## config.mk

```make
export PLATFORM = sky130hd
export DESIGN_NAME = hdspsr_pwr_seq
export DESIGN_NICKNAME = d
export VERILOG_FILES = /design/src/rtl/hdspsr_pwr_pkg.sv /design/src/rtl/hdspsr_pwr_bank_stepper.sv /design/src/rtl/hdspsr_pwr_seq.sv
export SDC_FILE = /design/constraint.sdc
export NUM_CORES = 1
export LEC_CHECK = 0
export CAP_MARGIN = 30
export CELL_PAD_IN_SITES_DETAIL_PLACEMENT = 1
export CELL_PAD_IN_SITES_GLOBAL_PLACEMENT = 2
export CORE_MARGIN = 4
export CORE_UTILIZATION = 34
export CTS_CLUSTER_DIAMETER = 100
export DETAILED_ROUTE_END_ITERATION = 10
export PLACE_DENSITY = 0.82
export SYNTH_ARGS = -nofsm -noshare
export SYNTH_HDL_FRONTEND = slang
export SYNTH_SLANG_ARGS = --single-unit
```

## constraint.sdc

```tcl
create_clock -name clk -period 6.15 [get_ports clk]
set_input_delay 1.23 -clock clk [delete_from_list [all_inputs] [get_ports clk]]
set_output_delay 1.23 -clock clk [all_outputs]
set_load 0.01 [all_outputs]
```

## src/rtl/hdspsr_pwr_pkg.sv

```systemverilog
// Shared types for the HDSPSR power sequencer: FSM states and the 2-bit stable state codes.
package hdspsr_pwr_pkg;

  typedef enum logic [2:0] {
    ST_ACTIVE,
    ST_FS,
    ST_DS,
    ST_ENTER_FS,
    ST_ENTER_DS,
    ST_EXIT_DS,
    ST_EXIT_FS,
    ST_RST
  } pwr_state_e;

  localparam logic [1:0] PWR_ACTIVE = 2'b00;
  localparam logic [1:0] PWR_FS     = 2'b01;
  localparam logic [1:0] PWR_DS     = 2'b10;

  // The unused 2'b11 request code is folded into deepsleep.
  function automatic logic [1:0] decodeReq(input logic [1:0] req);
    case (req)
      2'b00:   return PWR_ACTIVE;
      2'b01:   return PWR_FS;
      default: return PWR_DS;
    endcase
  endfunction

endpackage

```

## src/rtl/hdspsr_pwr_bank_stepper.sv

```systemverilog
// Stagger counter plus bank index: one step pulse per bank every STAGGER_CYC cycles,
// then a done pulse one further STAGGER_CYC after the last bank.
module hdspsr_pwr_bank_stepper #(
  parameter int NUM_BANKS   = 4,
  parameter int STAGGER_CYC = 2,
  parameter int CNT_W       = 2,
  parameter int IDX_W       = $clog2(NUM_BANKS + 1)
) (
  input  logic             clk,
  input  logic             reset,
  input  logic             i_run,
  output logic             o_step,
  output logic             o_done,
  output logic [IDX_W-1:0] o_bankIdx
);

  localparam logic [CNT_W-1:0] CNT_LAST = CNT_W'(STAGGER_CYC - 1);
  localparam logic [IDX_W-1:0] IDX_LAST = IDX_W'(NUM_BANKS);

  logic [CNT_W-1:0] r_cnt;
  logic [IDX_W-1:0] r_idx;
  logic             w_tick;

  assign w_tick    = i_run && (r_cnt == '0);
  assign o_step    = w_tick && (r_idx != IDX_LAST);
  assign o_done    = w_tick && (r_idx == IDX_LAST);
  assign o_bankIdx = r_idx;

  // Clearing on done lets a chained transient state start its own bank 0 immediately.
  always_ff @(posedge clk) begin
    if (reset || !i_run || o_done) begin
      r_cnt <= '0;
      r_idx <= '0;
    end else begin
      r_cnt <= (r_cnt == CNT_LAST) ? '0 : r_cnt + CNT_W'(1);
      if (o_step) r_idx <= r_idx + IDX_W'(1);
    end
  end

endmodule

```

## src/rtl/hdspsr_pwr_seq.sv

```systemverilog
// hdspsr_pwr_seq: staggered per-bank fastsleep/deepsleep sequencer with array reset hold.
// Define HDSPSR_PWR_OVRD_SYNC_EN to pass the TDR override inputs through 2-flop synchronizers.
module hdspsr_pwr_seq
  import hdspsr_pwr_pkg::*;
#(
  parameter int NUM_BANKS   = 4,
  parameter int STAGGER_CYC = 2,
  parameter int RST_CYC     = 3
) (
  input  logic                 clk,
  input  logic                 reset,
  input  logic [1:0]           pwr_req,
  input  logic                 pwr_req_valid,
  output logic                 pwr_req_ready,
  output logic [1:0]           pwr_state,
  output logic                 pwr_busy,
  input  logic                 hdspsr_pwr_mgmt_ovrd_en,
  input  logic                 hdspsr_fastsleep_override,
  input  logic                 hdspsr_deepsleep_override,
  input  logic                 hdspsr_async_rst_override,
  output logic [NUM_BANKS-1:0] array_fastsleep,
  output logic [NUM_BANKS-1:0] array_deepsleep,
  output logic                 array_rst
);

  localparam int MAX_CYC = (STAGGER_CYC > RST_CYC) ? STAGGER_CYC : RST_CYC;
  localparam int CNT_W   = $clog2(MAX_CYC + 1);
  localparam int IDX_W   = $clog2(NUM_BANKS + 1);
  localparam logic [CNT_W-1:0] RST_LAST = CNT_W'(RST_CYC - 1);

  logic w_ovrdEn, w_fsOvrd, w_dsOvrd, w_rstOvrd;

`ifdef HDSPSR_PWR_OVRD_SYNC_EN
  logic [3:0] r_ovrdMeta;
  logic [3:0] r_ovrdSync;

  always_ff @(posedge clk) begin
    if (reset) begin
      r_ovrdMeta <= '0;
      r_ovrdSync <= '0;
    end else begin
      r_ovrdMeta <= {hdspsr_pwr_mgmt_ovrd_en, hdspsr_fastsleep_override,
                     hdspsr_deepsleep_override, hdspsr_async_rst_override};
      r_ovrdSync <= r_ovrdMeta;
    end
  end

  assign {w_ovrdEn, w_fsOvrd, w_dsOvrd, w_rstOvrd} = r_ovrdSync;
`else
  assign {w_ovrdEn, w_fsOvrd, w_dsOvrd, w_rstOvrd} = {hdspsr_pwr_mgmt_ovrd_en, hdspsr_fastsleep_override,
                                                      hdspsr_deepsleep_override, hdspsr_async_rst_override};
`endif

  pwr_state_e           r_state, w_nextState;
  logic [1:0]           r_req, r_goal, r_pwrState;
  logic                 r_viaDs;
  logic [CNT_W-1:0]     r_rstCnt;
  logic [NUM_BANKS-1:0] r_fs, r_ds;
  logic                 r_arrayRst;
  logic                 w_stable, w_ready, w_accept;
  logic [1:0]           w_ovrdTarget, w_target;
  logic                 w_stepRun, w_rstPulse, w_step, w_stepDone;
  logic [IDX_W-1:0]     w_bankIdx;
  logic [NUM_BANKS-1:0] w_bankSel;

  assign w_stable     = (r_state == ST_ACTIVE) || (r_state == ST_FS) || (r_state == ST_DS);
  assign w_ready      = w_stable && !w_ovrdEn;
  assign w_accept     = pwr_req_valid && w_ready;
  assign w_ovrdTarget = w_dsOvrd ? PWR_DS : (w_fsOvrd ? PWR_FS : PWR_ACTIVE);
  assign w_target     = w_ovrdEn ? w_ovrdTarget : (w_accept ? decodeReq(pwr_req) : r_req);
  assign w_bankSel    = NUM_BANKS'(1) << w_bankIdx;

  hdspsr_pwr_bank_stepper #(
    .NUM_BANKS  (NUM_BANKS),
    .STAGGER_CYC(STAGGER_CYC),
    .CNT_W      (CNT_W),
    .IDX_W      (IDX_W)
  ) u_stepper (
    .clk      (clk),
    .reset    (reset),
    .i_run    (w_stepRun),
    .o_step   (w_step),
    .o_done   (w_stepDone),
    .o_bankIdx(w_bankIdx)
  );

  always_ff @(posedge clk) begin
    if (reset) r_state <= ST_ACTIVE;
    else       r_state <= w_nextState;
  end

  // Transient states chain on the goal and origin captured while last stable.
  always_comb begin
    w_nextState = r_state;
    case (r_state)
      ST_ACTIVE:   if (w_target != PWR_ACTIVE) w_nextState = ST_ENTER_FS;
      ST_FS: begin
        if (w_target == PWR_DS)          w_nextState = ST_ENTER_DS;
        else if (w_target == PWR_ACTIVE) w_nextState = ST_EXIT_FS;
      end
      ST_DS:       if (w_target != PWR_DS) w_nextState = ST_EXIT_DS;
      ST_ENTER_FS: if (w_stepDone) w_nextState = (r_goal == PWR_DS) ? ST_ENTER_DS : ST_FS;
      ST_ENTER_DS: if (w_stepDone) w_nextState = ST_DS;
      ST_EXIT_DS:  if (w_stepDone) w_nextState = (r_goal == PWR_ACTIVE) ? ST_EXIT_FS : ST_FS;
      ST_EXIT_FS:  if (w_stepDone) w_nextState = r_viaDs ? ST_RST : ST_ACTIVE;
      ST_RST:      if (r_rstCnt == RST_LAST) w_nextState = ST_ACTIVE;
      default:     w_nextState = ST_ACTIVE;
    endcase
  end

  always_comb begin
    w_stepRun  = 1'b0;
    w_rstPulse = 1'b0;
    case (r_state)
      ST_ENTER_FS, ST_ENTER_DS, ST_EXIT_DS, ST_EXIT_FS: w_stepRun = 1'b1;
      ST_RST:  w_rstPulse = 1'b1;
      default: ;
    endcase
  end

  always_ff @(posedge clk) begin
    if (reset) begin
      r_req      <= PWR_ACTIVE;
      r_goal     <= PWR_ACTIVE;
      r_viaDs    <= 1'b0;
      r_pwrState <= PWR_ACTIVE;
      r_rstCnt   <= '0;
      r_arrayRst <= 1'b0;
    end else begin
      if (w_accept) r_req <= decodeReq(pwr_req);
      if (w_stable) begin
        r_goal  <= w_target;
        r_viaDs <= (r_state == ST_DS);
      end
      case (w_nextState)
        ST_ACTIVE: r_pwrState <= PWR_ACTIVE;
        ST_FS:     r_pwrState <= PWR_FS;
        ST_DS:     r_pwrState <= PWR_DS;
        default:   ;
      endcase
      if (r_state != ST_RST)        r_rstCnt <= '0;
      else if (r_rstCnt != RST_LAST) r_rstCnt <= r_rstCnt + CNT_W'(1);
      r_arrayRst <= w_rstPulse || (w_ovrdEn && w_rstOvrd);
    end
  end

  // Deepsleep is only set once all fastsleep bits are on and cleared before any fastsleep bit drops.
  always_ff @(posedge clk) begin
    if (reset) begin
      r_fs <= '0;
      r_ds <= '0;
    end else if (w_step) begin
      case (r_state)
        ST_ENTER_FS: r_fs <= r_fs | w_bankSel;
        ST_ENTER_DS: r_ds <= r_ds | w_bankSel;
        ST_EXIT_DS:  r_ds <= r_ds & ~w_bankSel;
        ST_EXIT_FS:  r_fs <= r_fs & ~w_bankSel;
        default:     ;
      endcase
    end
  end

  assign pwr_req_ready   = w_ready;
  assign pwr_busy        = !w_stable;
  assign pwr_state       = r_pwrState;
  assign array_fastsleep = r_fs;
  assign array_deepsleep = r_ds;
  assign array_rst       = r_arrayRst;

endmodule

```

Yosys cells after proc, flatten, opt, wreduce, memory -nomap -nowiden

Cells that the tools add are included.

Add/subtract/negate cells: 3
Equality and inequality tests: 19
Shifts and indexed selects: 1
Multiplexer cells: 23
Bitwise gates (word level): 5
Reductions and logical operators: 29

Operators by type and width:

| cell                                                | number |
|---|---|
| 2-to-1 mux 3 bit                                    | 12 |
| one-hot mux 3 bit (8 select lines)                  | 1 |
| one-hot mux 4 bit (2 select lines)                  | 2 |
| equality test 3 bit, second input constant          | 5 |
| equality test 3 x 2 -> 1 bit, second input constant | 3 |
| AND 4 bit                                           | 2 |
| logical NOT 2 bit                                   | 4 |
| OR 4 bit                                            | 2 |
| equality test 2 bit, second input constant          | 3 |
| equality test 3 x 1 -> 1 bit, second input constant | 2 |
| logical AND 1 bit                                   | 6 |
| logical NOT 3 bit                                   | 2 |
| 2-to-1 mux 2 bit                                    | 3 |
| inequality test 3 bit, second input constant        | 2 |
| one-hot mux 2 bit (3 select lines)                  | 1 |
| nonzero test 2 bit                                  | 3 |
| logical OR 1 bit                                    | 5 |
| adder 2 x 1 -> 2 bit, second input constant         | 2 |
| equality test 2 x 1 -> 1 bit, second input constant | 2 |
| inequality test 2 bit, second input constant        | 2 |
| NOT 4 bit                                           | 1 |
| one-hot mux 2 bit (2 select lines)                  | 1 |
| AND reduction 2 bit                                 | 2 |
| OR reduction 2 bit                                  | 2 |
| 6 further kinds                                     | 10 |

Register bits: 26
Input port bits: 9
Output and inout port bits: 13
Word-level logic and storage cells: 91

Depth between registers and ports, before layout

Word-level depth: 13
Depth in mapped cells: 8
Mapped depth without buffers: 8

Modules after synthesis

Synthesis repeated with hierarchy kept, for this count alone.

Cells, all modules: 173
Area total of the unflattened synthesis: 1521.5 µm²

By module, submodules not included:

| module                  | times used | cells an instance | area each (µm²) | sequential area each (µm²) |
|---|---|---|---|---|
| hdspsr_pwr_seq          | 1          | 143               | 1237.4          | 420.4 |
| hdspsr_pwr_bank_stepper | 1          | 30                | 284.0           | 100.1 |

Worst setup path before layout

No wires, ideal clock.

Kind: input-to-reg
Start: input port pwr_req[0]
End: register r_pwrState[0] (netlist: pwr_state[0])
Setup time: 0.134 ns
Arrival: 2.615 ns
Required time: 6.016 ns
Slack: 3.401 ns
Stages: 6
Path buffers: 0
Cell sequence: nor2b_1 or4b_4 and3_4 o311a_1 nor3_1 nor4_1

Longest elaborated chain between the ends: 10

RTL lines:

| what                                                                     | RTL line              | RTL |
|---|---|---|
| from (decl)                                                              | hdspsr_pwr_seq.sv:12  | `input logic [1:0] pwr_req,` |
| equality test 2 x 1 -> 1 bit or logical NOT 2 bit (tied branches)        | hdspsr_pwr_pkg.sv:21  | `case (req)` |
| one-hot mux 2 bit (2 select lines) (*)                                   | hdspsr_pwr_pkg.sv:21  |  |
| 2-to-1 mux 2 bit (*)                                                     | n/a                   |  |
| 2-to-1 mux 2 bit (*)                                                     | hdspsr_pwr_seq.sv:70  | `assign w_target = w_ovrdEn ? w_ovrdTarget : (w_accept ? decodeReq(pwr_req) : r_req);` |
| logical NOT 2 bit                                                        | hdspsr_pwr_seq.sv:99  | `else if (w_target == PWR_ACTIVE) w_nextState = ST_EXIT_FS;` |
| 2-to-1 mux 3 bit                                                         | hdspsr_pwr_seq.sv:99  |  |
| 2-to-1 mux 3 bit                                                         | hdspsr_pwr_seq.sv:98  | `if (w_target == PWR_DS) w_nextState = ST_ENTER_DS;` |
| one-hot mux 3 bit (8 select lines) (*)                                   | hdspsr_pwr_seq.sv:95  | `case (r_state)` |
| equality test 3 x 2 -> 1 bit (tied with other cells)                     | hdspsr_pwr_seq.sv:135 | `case (w_nextState)` |
| one-hot mux 2 bit (3 select lines) or nonzero test 3 bit (tied branches) | n/a                   |  |
| to (signal assigned)                                                     | hdspsr_pwr_seq.sv:136 | `ST_ACTIVE: r_pwrState <= PWR_ACTIVE;` |
| to (signal assigned)                                                     | hdspsr_pwr_seq.sv:137 | `ST_FS: r_pwrState <= PWR_FS;` |
| to (signal assigned)                                                     | hdspsr_pwr_seq.sv:138 | `ST_DS: r_pwrState <= PWR_DS;` |
| to (decl)                                                                | hdspsr_pwr_seq.sv:55  | `logic [1:0] r_req, r_goal, r_pwrState;` |

Every way passes the cells marked *; elsewhere a longest branch is shown, timed or not.
A chain may end at the register's enable or synchronous reset.

Worst setup path after layout

Start: input port hdspsr_pwr_mgmt_ovrd_en
End: output port pwr_req_ready

Longest elaborated chain between the ends: 2

RTL lines:

| what              | RTL line             | RTL |
|---|---|---|
| from (decl)       | hdspsr_pwr_seq.sv:17 | `input logic hdspsr_pwr_mgmt_ovrd_en,` |
| logical NOT 1 bit | hdspsr_pwr_seq.sv:67 | `assign w_ready = w_stable && !w_ovrdEn;` |
| logical AND 1 bit | hdspsr_pwr_seq.sv:67 |  |
| to (decl)         | hdspsr_pwr_seq.sv:14 | `output logic pwr_req_ready,` |

Every way passes these cells.

==> results.sh <==
export IMPL_status="completed"
export IMPL_fp_dieW_um=74.0
export IMPL_post_cts_buffers=0
export IMPL_post_cts_resized=0
export IMPL_peakVddDrop_v=0.000188
export IMPL_antenna_found_initial=0
export IMPL_crit_type="in2out"
export IMPL_crit_path_max_fanout=8
export IMPL_ios=22
export IMPL_timing_setup_tns_ps=0
export IMPL_viasPerCell=5.46
export IMPL_overflow=0
export IMPL_p_comb_frac=0.465
export IMPL_crit_required_ps=4920
export IMPL_synth_flop_cell="dfxtp_1"
export IMPL_p_total_uw=712
export IMPL_clkPwrFrac=0.158
export IMPL_rows=23
export IMPL_grt_pass1_vias=1322
export IMPL_post_dp_hpwl_mm=2.89
export IMPL_vias=1338
export IMPL_drt_iter0_markers=89
export IMPL_wl_mm=3.72
export IMPL_clkLatencyLatePin_ps=270
export IMPL_end_kind="primary output"
export IMPL_min_path_type="reg2reg"
export IMPL_synth_edf_count=0
export IMPL_first_pass_iters=4
export IMPL_hold_viol_final=0
export IMPL_finalCritPeriodShare=0.634
export IMPL_start_util=0.359
export IMPL_grt_pass1_wl_mm=6.33
export IMPL_fin_area_mm2=0.00176
export IMPL_fmax_mhz=256
export IMPL_cts_tree="built"
export IMPL_antenna_left=0
export IMPL_path_clk_slew_ps=90
export IMPL_drc=0
export IMPL_netlist_area_mm2=0.00148
export IMPL_synthTopCellsByArea="dfxtp_1 (35%), ha_1 (6.8%), a21oi_1 (6.1%)"
export IMPL_p_switching_uw=301
export IMPL_synth_seq_area_share=0.352
export IMPL_coreArea_mm2=0.00412
export IMPL_track_usage=0.148
export IMPL_grt_max_degree=22
export IMPL_ctsHoldBuffers=0
export IMPL_synth_nets=196
export IMPL_postPlaceCellArea_mm2=0.00171
export IMPL_synth_area_per_cell_um2=8.26
export IMPL_cts_buffer_depth=2
export IMPL_hold_slack_ps=474
export IMPL_wl_per_cell_um=15.2
export IMPL_synth_seq_cells=26
export IMPL_period_minus_slack_ps=3900
export IMPL_p_per_area_mw_per_mm2=405
export IMPL_setup_violations=0
export IMPL_rsz0062_at_grt="false"
export IMPL_clkSinkCount=26
export IMPL_yosysTopAreaCellShare=0.352
export IMPL_fin_skew_ps=9.05
export IMPL_worstMarginPinSlew_ps=812
export IMPL_gp_congestion=0.781
export IMPL_final_max_slew_viol_count=0
export IMPL_yosysTopAreaCell="dfxtp_1"
export IMPL_cts_buffers=3
export IMPL_portBuffers=21
export IMPL_area_growth_pct=19.0
export IMPL_cp_start_kind="input pin"
export IMPL_drive_gt1_frac=0.0615
export IMPL_seqPwrFrac=0.377
export IMPL_ys_warn_count=0
export IMPL_synthArstFlopShare=0
export IMPL_clockRootBuffer="clkbuf_8"
export IMPL_preCtsSetupSlack_ps=2230
export IMPL_drv_cap=0
export IMPL_relSlewSlack=0.458
export IMPL_p_leak_nw=0.642
export IMPL_synthDistinctLibCells=50
export IMPL_netlist_instances=179
export IMPL_die_y_um=74.0
export IMPL_fill_cells=510
export IMPL_layout_setup_ws_ps=2250
export IMPL_sw_frac_of_total=0.423
export IMPL_diodes=0
export IMPL_intPower_uw=411
export IMPL_nets=213
export IMPL_dieArea_mm2=0.00547
export IMPL_ctsHtreeMaxLevel=1
export IMPL_arrival_ps=2670
-- layout make-up --
cell class / instances / area, µm² / share of cell area
inverter: 12 / 45.0 / 0.0256
sequential: 26 / 520 / 0.296
timing repair buffer: 21 / 210 / 0.119
multi-input combinational: 132 / 867 / 0.493
clock buffer: 4 / 55.1 / 0.0313
tap: 50 / 62.6 / 0.0355
-- cell families (layout without fill, tap and decap cells) --
logic type,after synthesis,count (layout),share of synthesized area
simple gates,75,75,0.265
compound gates,43,43,0.215
flops,26,26,0.352
buf+inv,21,37,0.0618
fa+ha+maj,8,8,0.0677
xor+xnor,3,3,0.0178
mux,3,3,0.0212
-- metal layers --
metal / global-route usage / share of wire / vias to the layer above
met5: 0 / 0 / -
met2: 0.246 / 0.49 / 11
met3: 0.0338 / 0.020 / 4
li1: - / - / 675
met1: 0.196 / 0.48 / 648
met4: 0.0302 / 0.010 / 0
-- final timing paths --
path / start / endpoint / slack (ps) / cells after the start
worst max register to register: r_state[2]$_SDFF_PP0_ / pwr_state[1]$_SDFFE_PP0P_ / 3690 / 7
worst min register to register: u_stepper.r_cnt[0]$_SDFF_PP0_ / u_stepper.r_cnt[0]$_SDFF_PP0_ / 470 / 1
worst min-delay path: u_stepper.r_cnt[0]$_SDFF_PP0_ / u_stepper.r_cnt[0]$_SDFF_PP0_ / 470 / 1
worst max-delay path: hdspsr_pwr_mgmt_ovrd_en / pwr_req_ready / 2250 / 3
-- cell usage in the layout (no fill, tap or decap), types with 4 or more instances in the layout --
master,n
nor3_1,10
a21oi_1,18
dfxtp_1,26
nand3_1,7
nor2b_1,6
ha_1,8
nor2_1,16
inv_1,11
clkbuf_8,4
nand2_1,19
a311oi_1,4
clkdlybuf4s50_1,21
-- power groups by stage --
stage	logic [mW]	clock network (mW)	registers, mW
2_1_floorplan	0.286	0	0.226
3_3_place_gp	0.320	0	0.268
3_5_place_dp	0.333	0	0.271
4_1_cts	0.334	0.119	0.267
5_1_grt	0.373	0.123	0.276
6_report	0.331	0.112	0.269
-- Yosys cell counts (2+ instances only) --
library cell / number
a211o_1: 2
a21oi_1: 18
a2bb2oi_1: 2
a311oi_1: 4
a31oi_1: 2
and3b_1: 2
buf_1: 2
clkbuf_1: 4
dfxtp_1: 26
ha_1: 8
inv_1: 11
mux2i_1: 2
nand2_1: 19
nand2b_1: 2
nand3_1: 7
nor2_1: 16
nor2b_1: 6
nor3_1: 10
nor4_1: 2
nor4b_1: 2
o21ai_0: 2
xnor2_1: 2
-- metrics by stage --
step | util | instances
3_3_place_gp | 0.414 | 241
3_5_place_dp | 0.414 | 241
2_1_floorplan | - | 179
4_1_cts | 0.428 | 245
6_report | 0.428 | 245
5_1_grt | 0.428 | 245
-- worst max-delay path, stage by stage --
cell	delay, ps
clkdlybuf4s50_1	530
nor2_1	290
clkdlybuf4s50_1	620
Note: power is estimated with default switching activity, not from simulation.
